[src/rtl/lane_density_estimator.sv]
// Four-lane detector conditioning: 2-flop sync, debounce, windowed arrival count,
// and quantisation to 2-bit congestion levels held stable for a full window.
module lane_density_estimator #(
  parameter int WINDOW_CYCLES   = 1000,
  parameter int DEBOUNCE_CYCLES = 4,
  parameter int CNT_W           = 8,
  parameter int TH1             = 2,
  parameter int TH2             = 5,
  parameter int TH3             = 9
) (
  input  logic       clk,
  input  logic       rst_n,
  input  logic       det_a,
  input  logic       det_b,
  input  logic       det_c,
  input  logic       det_d,
  output logic [1:0] Sa,
  output logic [1:0] Sb,
  output logic [1:0] Sc,
  output logic [1:0] Sd,
  output logic       window_done
);

  localparam int DB_W  = $clog2(DEBOUNCE_CYCLES + 1);
  localparam int WIN_W = $clog2(WINDOW_CYCLES);

  localparam logic [CNT_W-1:0] CNT_MAX  = '1;
  localparam logic [CNT_W-1:0] TH1_C    = CNT_W'(TH1);
  localparam logic [CNT_W-1:0] TH2_C    = CNT_W'(TH2);
  localparam logic [CNT_W-1:0] TH3_C    = CNT_W'(TH3);
  localparam logic [DB_W-1:0]  DB_LAST  = DB_W'(DEBOUNCE_CYCLES - 1);
  localparam logic [WIN_W-1:0] WIN_LAST = WIN_W'(WINDOW_CYCLES - 1);

  function automatic logic [CNT_W-1:0] sat_inc(input logic [CNT_W-1:0] c, input logic inc);
    if (inc && (c != CNT_MAX)) return c + CNT_W'(1);
    return c;
  endfunction

  function automatic logic [1:0] quantize(input logic [CNT_W-1:0] n);
    if (n < TH1_C) return 2'd0;
    if (n < TH2_C) return 2'd1;
    if (n < TH3_C) return 2'd2;
    return 2'd3;
  endfunction

  logic [3:0]            det_raw;
  logic [3:0]            sync_p0;
  logic [3:0]            sync_p1;
  logic [3:0]            clean;
  logic [3:0][DB_W-1:0]  db_cnt;
  logic [3:0][CNT_W-1:0] arr_cnt;
  logic [3:0][1:0]       level;
  logic [WIN_W-1:0]      win_cnt;

  logic [3:0]            commit;
  logic [3:0]            arrival;
  logic [3:0][CNT_W-1:0] arr_next;
  logic                  terminal;

  assign det_raw = {det_d, det_c, det_b, det_a};

  // Stage p2: debounce commit and arrival count including a same-edge arrival
  always_comb begin
    commit   = '0;
    arrival  = '0;
    arr_next = arr_cnt;
    terminal = (win_cnt == WIN_LAST);
    for (int i = 0; i < 4; i++) begin
      commit[i]   = (sync_p1[i] != clean[i]) && (db_cnt[i] == DB_LAST);
      arrival[i]  = commit[i] & sync_p1[i];
      arr_next[i] = sat_inc(arr_cnt[i], arrival[i]);
    end
  end

  always_ff @(posedge clk or negedge rst_n) begin
    if (!rst_n) begin
      sync_p0     <= '0;
      sync_p1     <= '0;
      clean       <= '0;
      db_cnt      <= '0;
      arr_cnt     <= '0;
      level       <= '0;
      win_cnt     <= '0;
      window_done <= 1'b0;
    end else begin
      // Stage p0/p1: two-flop synchroniser for the asynchronous detector lines
      sync_p0 <= det_raw;
      sync_p1 <= sync_p0;

      win_cnt     <= terminal ? '0 : win_cnt + WIN_W'(1);
      window_done <= terminal;

      for (int i = 0; i < 4; i++) begin
        if (sync_p1[i] == clean[i]) begin
          db_cnt[i] <= '0;
        end else if (commit[i]) begin
          clean[i]  <= sync_p1[i];
          db_cnt[i] <= '0;
        end else begin
          db_cnt[i] <= db_cnt[i] + DB_W'(1);
        end

        // Stage p3: a terminal-edge arrival closes with the old window, new one starts at 0
        if (terminal) begin
          level[i]   <= quantize(arr_next[i]);
          arr_cnt[i] <= '0;
        end else begin
          arr_cnt[i] <= arr_next[i];
        end
      end
    end
  end

  assign Sa = level[0];
  assign Sb = level[1];
  assign Sc = level[2];
  assign Sd = level[3];

endmodule
[config.mk]
export PLATFORM = sky130hd
export DESIGN_NAME = lane_density_estimator
export DESIGN_NICKNAME = d
export VERILOG_FILES = /design/src/rtl/lane_density_estimator.sv
export SDC_FILE = /design/constraint.sdc
export NUM_CORES = 1
export LEC_CHECK = 0
export CAP_MARGIN = 25
export CORE_MARGIN = 4
export CORE_UTILIZATION = 65
export DETAILED_ROUTE_END_ITERATION = 16
export PLACE_DENSITY = 0.81
export SYNTH_ARGS = -nofsm -noshare
export SYNTH_HDL_FRONTEND = slang
export SYNTH_SLANG_ARGS = --single-unit
[constraint.sdc]
create_clock -name clk -period 3.4 [get_ports clk]
set_input_delay 1.02 -clock clk [delete_from_list [all_inputs] [get_ports clk]]
set_output_delay 1.02 -clock clk [all_outputs]
set_load 0.1 [all_outputs]
==> run_summary.xml <==
<?xml version="1.0" encoding="UTF-8"?>
<metrics>
  <group name="min_path">
    <metric name="hold_path_depth" unit="">0</metric>
    <metric name="worstHoldStart" unit="">sync_p0[1]</metric>
    <metric name="holdCritPathClass" unit="">flip-flop to flip-flop</metric>
    <metric name="timing.hold.worst_endpoint" unit="">sync_p1[1]</metric>
  </group>
  <group name="routing">
    <metric name="drt_iter0_drc" unit="">174</metric>
    <metric name="drt_pre_antenna_iters" unit="">4</metric>
    <metric name="drc_errors" unit="">0</metric>
    <metric name="routed_wire_length_per_instance" unit="um">14.5</metric>
    <metric name="route.detailed.vias_per_inst" unit="">6.07</metric>
    <metric name="number_of_vias_after_detailed_routing" unit="">3031</metric>
    <metric name="postRouteAntennaNets" unit="">0</metric>
    <metric name="finalWirelength" unit="um">7240</metric>
  </group>
  <group name="synthesis">
    <metric name="postSynthNetCount" unit="">426</metric>
    <metric name="synthesis_warnings" unit="">0</metric>
    <metric name="postSynth.topFlopCell" unit="">sky130_fd_sc_hd__dfrtp_1</metric>
    <metric name="post_synth_inst_count" unit="">411</metric>
    <metric name="postSynthRegisterBits" unit="">75</metric>
    <metric name="synth_area_per_cell" unit="um^2">9.78</metric>
    <metric name="async_reset_ff_frac" unit="">1.00</metric>
    <metric name="netlist_cell_types" unit="">65</metric>
    <metric name="synth_enable_flop_cells" unit="">0</metric>
    <metric name="synth_area" unit="mm^2">0.00402</metric>
    <metric name="synth_seq_area_share" unit="">0.467</metric>
  </group>
  <group name="power">
    <metric name="report.power.total" unit="mW">2.53</metric>
    <metric name="reported_leakage_power" unit="nW">1.93</metric>
    <metric name="power_density" unit="mW/mm^2">577</metric>
    <metric name="peakVddDrop" unit="uV">385</metric>
  </group>
  <group name="run_status">
    <metric name="outcome" unit="">finished, final reports clean</metric>
  </group>
  <group name="global_routing">
    <metric name="grt_max_degree" unit="">76</metric>
    <metric name="antenna_found_initial" unit="">0</metric>
    <metric name="wire_length_of_the_first_global_routing_pass" unit="um">13300</metric>
    <metric name="grt_overflow_total" unit="">0</metric>
    <metric name="gr-usage-all-layers" unit="">0.223</metric>
    <metric name="first_global_vias" unit="">2954</metric>
  </group>
  <group name="placed_design">
    <metric name="place_hpwl" unit="um">4990</metric>
    <metric name="dp.cells" unit="">483</metric>
    <metric name="final_gp_congestion" unit="">0.838</metric>
    <metric name="port-buffer-count" unit="">14</metric>
    <metric name="dpl_worst_slack" unit="ns">1.22</metric>
  </group>
  <group name="cts">
    <metric name="insertion_delay_of_the_later_clocked_pin_in_the_worst_skew_pair" unit="ns">0.35</metric>
    <metric name="clkTransAtPathRegs" unit="ns">0.08</metric>
    <metric name="htree_num_levels" unit="">3</metric>
    <metric name="cts-root-buf" unit="">sky130_fd_sc_hd__clkbuf_8</metric>
    <metric name="clk_path_buf_depth" unit="">2</metric>
    <metric name="clock_tree_from_tritoncts" unit="">built</metric>
    <metric name="post_cts_hold_buffer_count" unit="">0</metric>
    <metric name="cts_made_buffers" unit="">9</metric>
    <metric name="tritoncts_num_sinks" unit="">75</metric>
    <metric name="post_cts.repair.setup_buffers" unit="">0</metric>
    <metric name="post_cts.resized_instances" unit="">0</metric>
  </group>
  <group name="cells_and_area">
    <metric name="antennaDiodeCount" unit="">0</metric>
    <metric name="finish.net_count" unit="">434</metric>
    <metric name="area_delta_synth_final" unit="%">9.05</metric>
    <metric name="proportion_of_layout_cells_with_a_drive_suffix_above_1" unit="">0.106</metric>
    <metric name="finish.cell_count_without_fillers" unit="">499</metric>
    <metric name="finalCoreUtilization" unit="">0.736</metric>
  </group>
  <group name="sta">
    <metric name="drv_slew" unit="">0</metric>
    <metric name="setup_slack" unit="ns">1.19</metric>
    <metric name="post-route-period-util" unit="">0.650</metric>
    <metric name="timing.final.hold_violations" unit="">0</metric>
    <metric name="rsz0062_at_grt" unit="">false</metric>
    <metric name="max_clock_freq" unit="MHz">453</metric>
    <metric name="setup_tns" unit="ns">0</metric>
    <metric name="max_slew.worst_pin.slew" unit="ns">0.885</metric>
    <metric name="worst_clock_skew" unit="ns">0.0102</metric>
    <metric name="post-route-min-period" unit="ns">2.21</metric>
    <metric name="setup_viol_count_final" unit="">0</metric>
    <metric name="relSlewSlack" unit="">0.410</metric>
  </group>
  <group name="worst_setup_path">
    <metric name="timing.critical_path.slowest_stage_cell" unit="">sky130_fd_sc_hd__dfrtp_1</metric>
    <metric name="path_max_fanout" unit="">10</metric>
    <metric name="critPathMaxStageDelay" unit="ns">0.53</metric>
    <metric name="critical_path.reg2reg.endpoint" unit="">Sb[0]</metric>
    <metric name="critical_path_class" unit="">flip-flop to flip-flop</metric>
    <metric name="r2r_start" unit="">arr_cnt[8]</metric>
    <metric name="worstSetupEndpointType" unit="">flip-flop</metric>
    <metric name="critical_path.top_delay_family" unit="">simple AND/OR/NAND/NOR gates</metric>
    <metric name="ff2ff_setup_slack" unit="ns">1.19</metric>
    <metric name="worst-endpoint-required" unit="ns">3.64</metric>
    <metric name="worst_r2r_path_depth" unit="">7</metric>
    <metric name="worst-endpoint-arrival" unit="ns">2.45</metric>
    <metric name="critical_path.cell_chain" unit="">ha_1 &gt; and2_1 &gt; and3_1 &gt; mux2_1 &gt; o32ai_1 &gt; and4_1 &gt; a21oi_1</metric>
    <metric name="cp-start-kind" unit="">flip-flop</metric>
    <metric name="timing.critical_path.from" unit="">arr_cnt[8]</metric>
    <metric name="timing.critical_path.buf_inv" unit="">0</metric>
  </group>
  <group name="floorplanning">
    <metric name="row_count" unit="">28</metric>
    <metric name="initial_cell_density_of_the_core" unit="">0.675</metric>
    <metric name="die_w" unit="um">86.7</metric>
    <metric name="core" unit="mm^2">0.00596</metric>
    <metric name="die_height" unit="um">86.7</metric>
    <metric name="io_pins" unit="">15</metric>
    <metric name="fp.dieArea" unit="mm^2">0.00751</metric>
  </group>
  <group name="run">
    <metric name="max_cap_violations" unit="">0</metric>
  </group>
</metrics>
==> stage by stage <==
step                instance area [um^2]  hold slack (ns)
floorplan                           4020            0.331
CTS                                 4390            0.356
detailed placement                  4150            0.337
global placement                    4150            0.333
global route                        4390            0.367
finish                              4390            0.354
==> worst max path at each step <==
| stage | endpoint | cells past startpoint |
|---|---|---|
| 6_report | Sb[0] | 7 |
| 5_1_grt | Sb[0] | 7 |
| 4_1_cts | Sb[0] | 7 |
| 3_5_place_dp | Sb[0] | 7 |
| 3_3_place_gp | Sb[0] | 7 |
| 2_1_floorplan | Sb[0] | 8 |
==> cell type report <==
| class | count | area (um^2) |
|---|---|---|
| clock buffers | 9 | 124 |
| multi-input cells | 315 | 2040 |
| fillers | 447 | 1570 |
| clock inverters | 7 | 116 |
| well taps | 75 | 93.8 |
| flip-flops and latches | 75 | 1880 |
| repair buffers | 16 | 130 |
| inverters | 2 | 7.51 |
==> cell usage in the layout (no fill, tap or decap), types with 3 or more instances in the layout <==
cell type                         count
sky130_fd_sc_hd__mux2_2               4
sky130_fd_sc_hd__nand2b_1             3
sky130_fd_sc_hd__bufinv_16            3
sky130_fd_sc_hd__and3_1               8
sky130_fd_sc_hd__xor2_1              14
sky130_fd_sc_hd__nand2_1             27
sky130_fd_sc_hd__a211oi_1             4
sky130_fd_sc_hd__nand3_1             24
sky130_fd_sc_hd__a31oi_1              3
sky130_fd_sc_hd__o21ai_0             12
sky130_fd_sc_hd__a21oi_1             18
sky130_fd_sc_hd__ha_1                 9
sky130_fd_sc_hd__clkdlybuf4s50_1      4
sky130_fd_sc_hd__and4bb_2             3
sky130_fd_sc_hd__nor3b_1              8
sky130_fd_sc_hd__or2_1                3
sky130_fd_sc_hd__mux2i_1              9
sky130_fd_sc_hd__a21o_1               3
sky130_fd_sc_hd__nand3b_1             3
sky130_fd_sc_hd__nor2_1              61
sky130_fd_sc_hd__xnor2_1             12
sky130_fd_sc_hd__clkbuf_8             9
sky130_fd_sc_hd__nand4_1              9
sky130_fd_sc_hd__nor3_1              13
sky130_fd_sc_hd__nor2b_1              9
sky130_fd_sc_hd__o22a_1               5
sky130_fd_sc_hd__buf_4               12
sky130_fd_sc_hd__dfrtp_1             75
sky130_fd_sc_hd__o211ai_1             3
sky130_fd_sc_hd__nor4_1               4
==> cells by family (layout without fill, tap and decap cells) <==
group,Yosys count,count (layout),share of synthesized area
multiplexers,14,14,0.0364
buffers and inverters,21,34,0.0268
AO/OA/AOI/OAI,74,74,0.130
flip-flops,75,75,0.467
XOR/XNOR,26,26,0.0566
AND/OR/NAND/NOR,192,192,0.255
adder cells (fa/ha/maj),9,9,0.0280
==> synthesized netlist by cell type (4+ instances only) <==
cell / count / share of area
sky130_fd_sc_hd__and3_1: 8 / 0.012
sky130_fd_sc_hd__nor3_1: 13 / 0.016
sky130_fd_sc_hd__nand3_1: 24 / 0.030
sky130_fd_sc_hd__nor4_1: 4 / 0.0062
sky130_fd_sc_hd__mux2i_1: 9 / 0.022
sky130_fd_sc_hd__nor3b_1: 8 / 0.015
sky130_fd_sc_hd__o22a_1: 5 / 0.011
sky130_fd_sc_hd__o21ai_0: 12 / 0.015
sky130_fd_sc_hd__nor2_1: 61 / 0.057
sky130_fd_sc_hd__a211oi_1: 4 / 0.0075
sky130_fd_sc_hd__buf_2: 11 / 0.014
sky130_fd_sc_hd__xnor2_1: 12 / 0.026
sky130_fd_sc_hd__nor2b_1: 9 / 0.014
sky130_fd_sc_hd__nand4_1: 9 / 0.014
sky130_fd_sc_hd__ha_1: 9 / 0.028
sky130_fd_sc_hd__mux2_2: 4 / 0.011
sky130_fd_sc_hd__dfrtp_1: 75 / 0.47
sky130_fd_sc_hd__a21oi_1: 18 / 0.022
sky130_fd_sc_hd__nand2_1: 27 / 0.025
sky130_fd_sc_hd__xor2_1: 14 / 0.030
sky130_fd_sc_hd__clkbuf_1: 5 / 0.0047
==> layer usage <==
metal,global-route usage,vias up,share of wire
met5,0,-,0
met4,0.0963,0,0.017
met3,0.0456,11,0.049
met2,0.355,70,0.48
met1,0.299,1446,0.45
li1,-,1504,-
==> sequential cells by signal (all words and copies together), names as in the netlist <==
| register | cells |
|---|---|
| Sa | 2 |
| Sb | 2 |
| Sc | 2 |
| Sd | 2 |
| arr_cnt | 32 |
| clean | 4 |
| db_cnt | 12 |
| sync_p0 | 4 |
| sync_p1 | 4 |
| win_cnt | 10 |
| window_done | 1 |
==> worst reg2reg max path, delay by kind of cell (launching register included) <==
| kind | cells | cell delay (ns) |
|---|---|---|
| adders and majority gates | 1 | 0.30 |
| DFF | 1 | 0.53 |
| muxes | 1 | 0.32 |
| AOI/OAI and AO/OA | 2 | 0.19 |
| and+or+nand+nor | 3 | 0.76 |
==> report_power, final <==
| group | internal [mW] | total [mW] | leakage [nW] | switching [mW] |
|---|---|---|---|---|
| sequential | 1.01 | 1.15 | 0.989 | 0.146 |
| clock | 0.486 | 0.810 | 0.119 | 0.324 |
| combinational | 0.281 | 0.568 | 0.826 | 0.286 |
| total | 1.77 | 2.53 | 1.93 | 0.756 |
(Power assumes the default switching activity.)
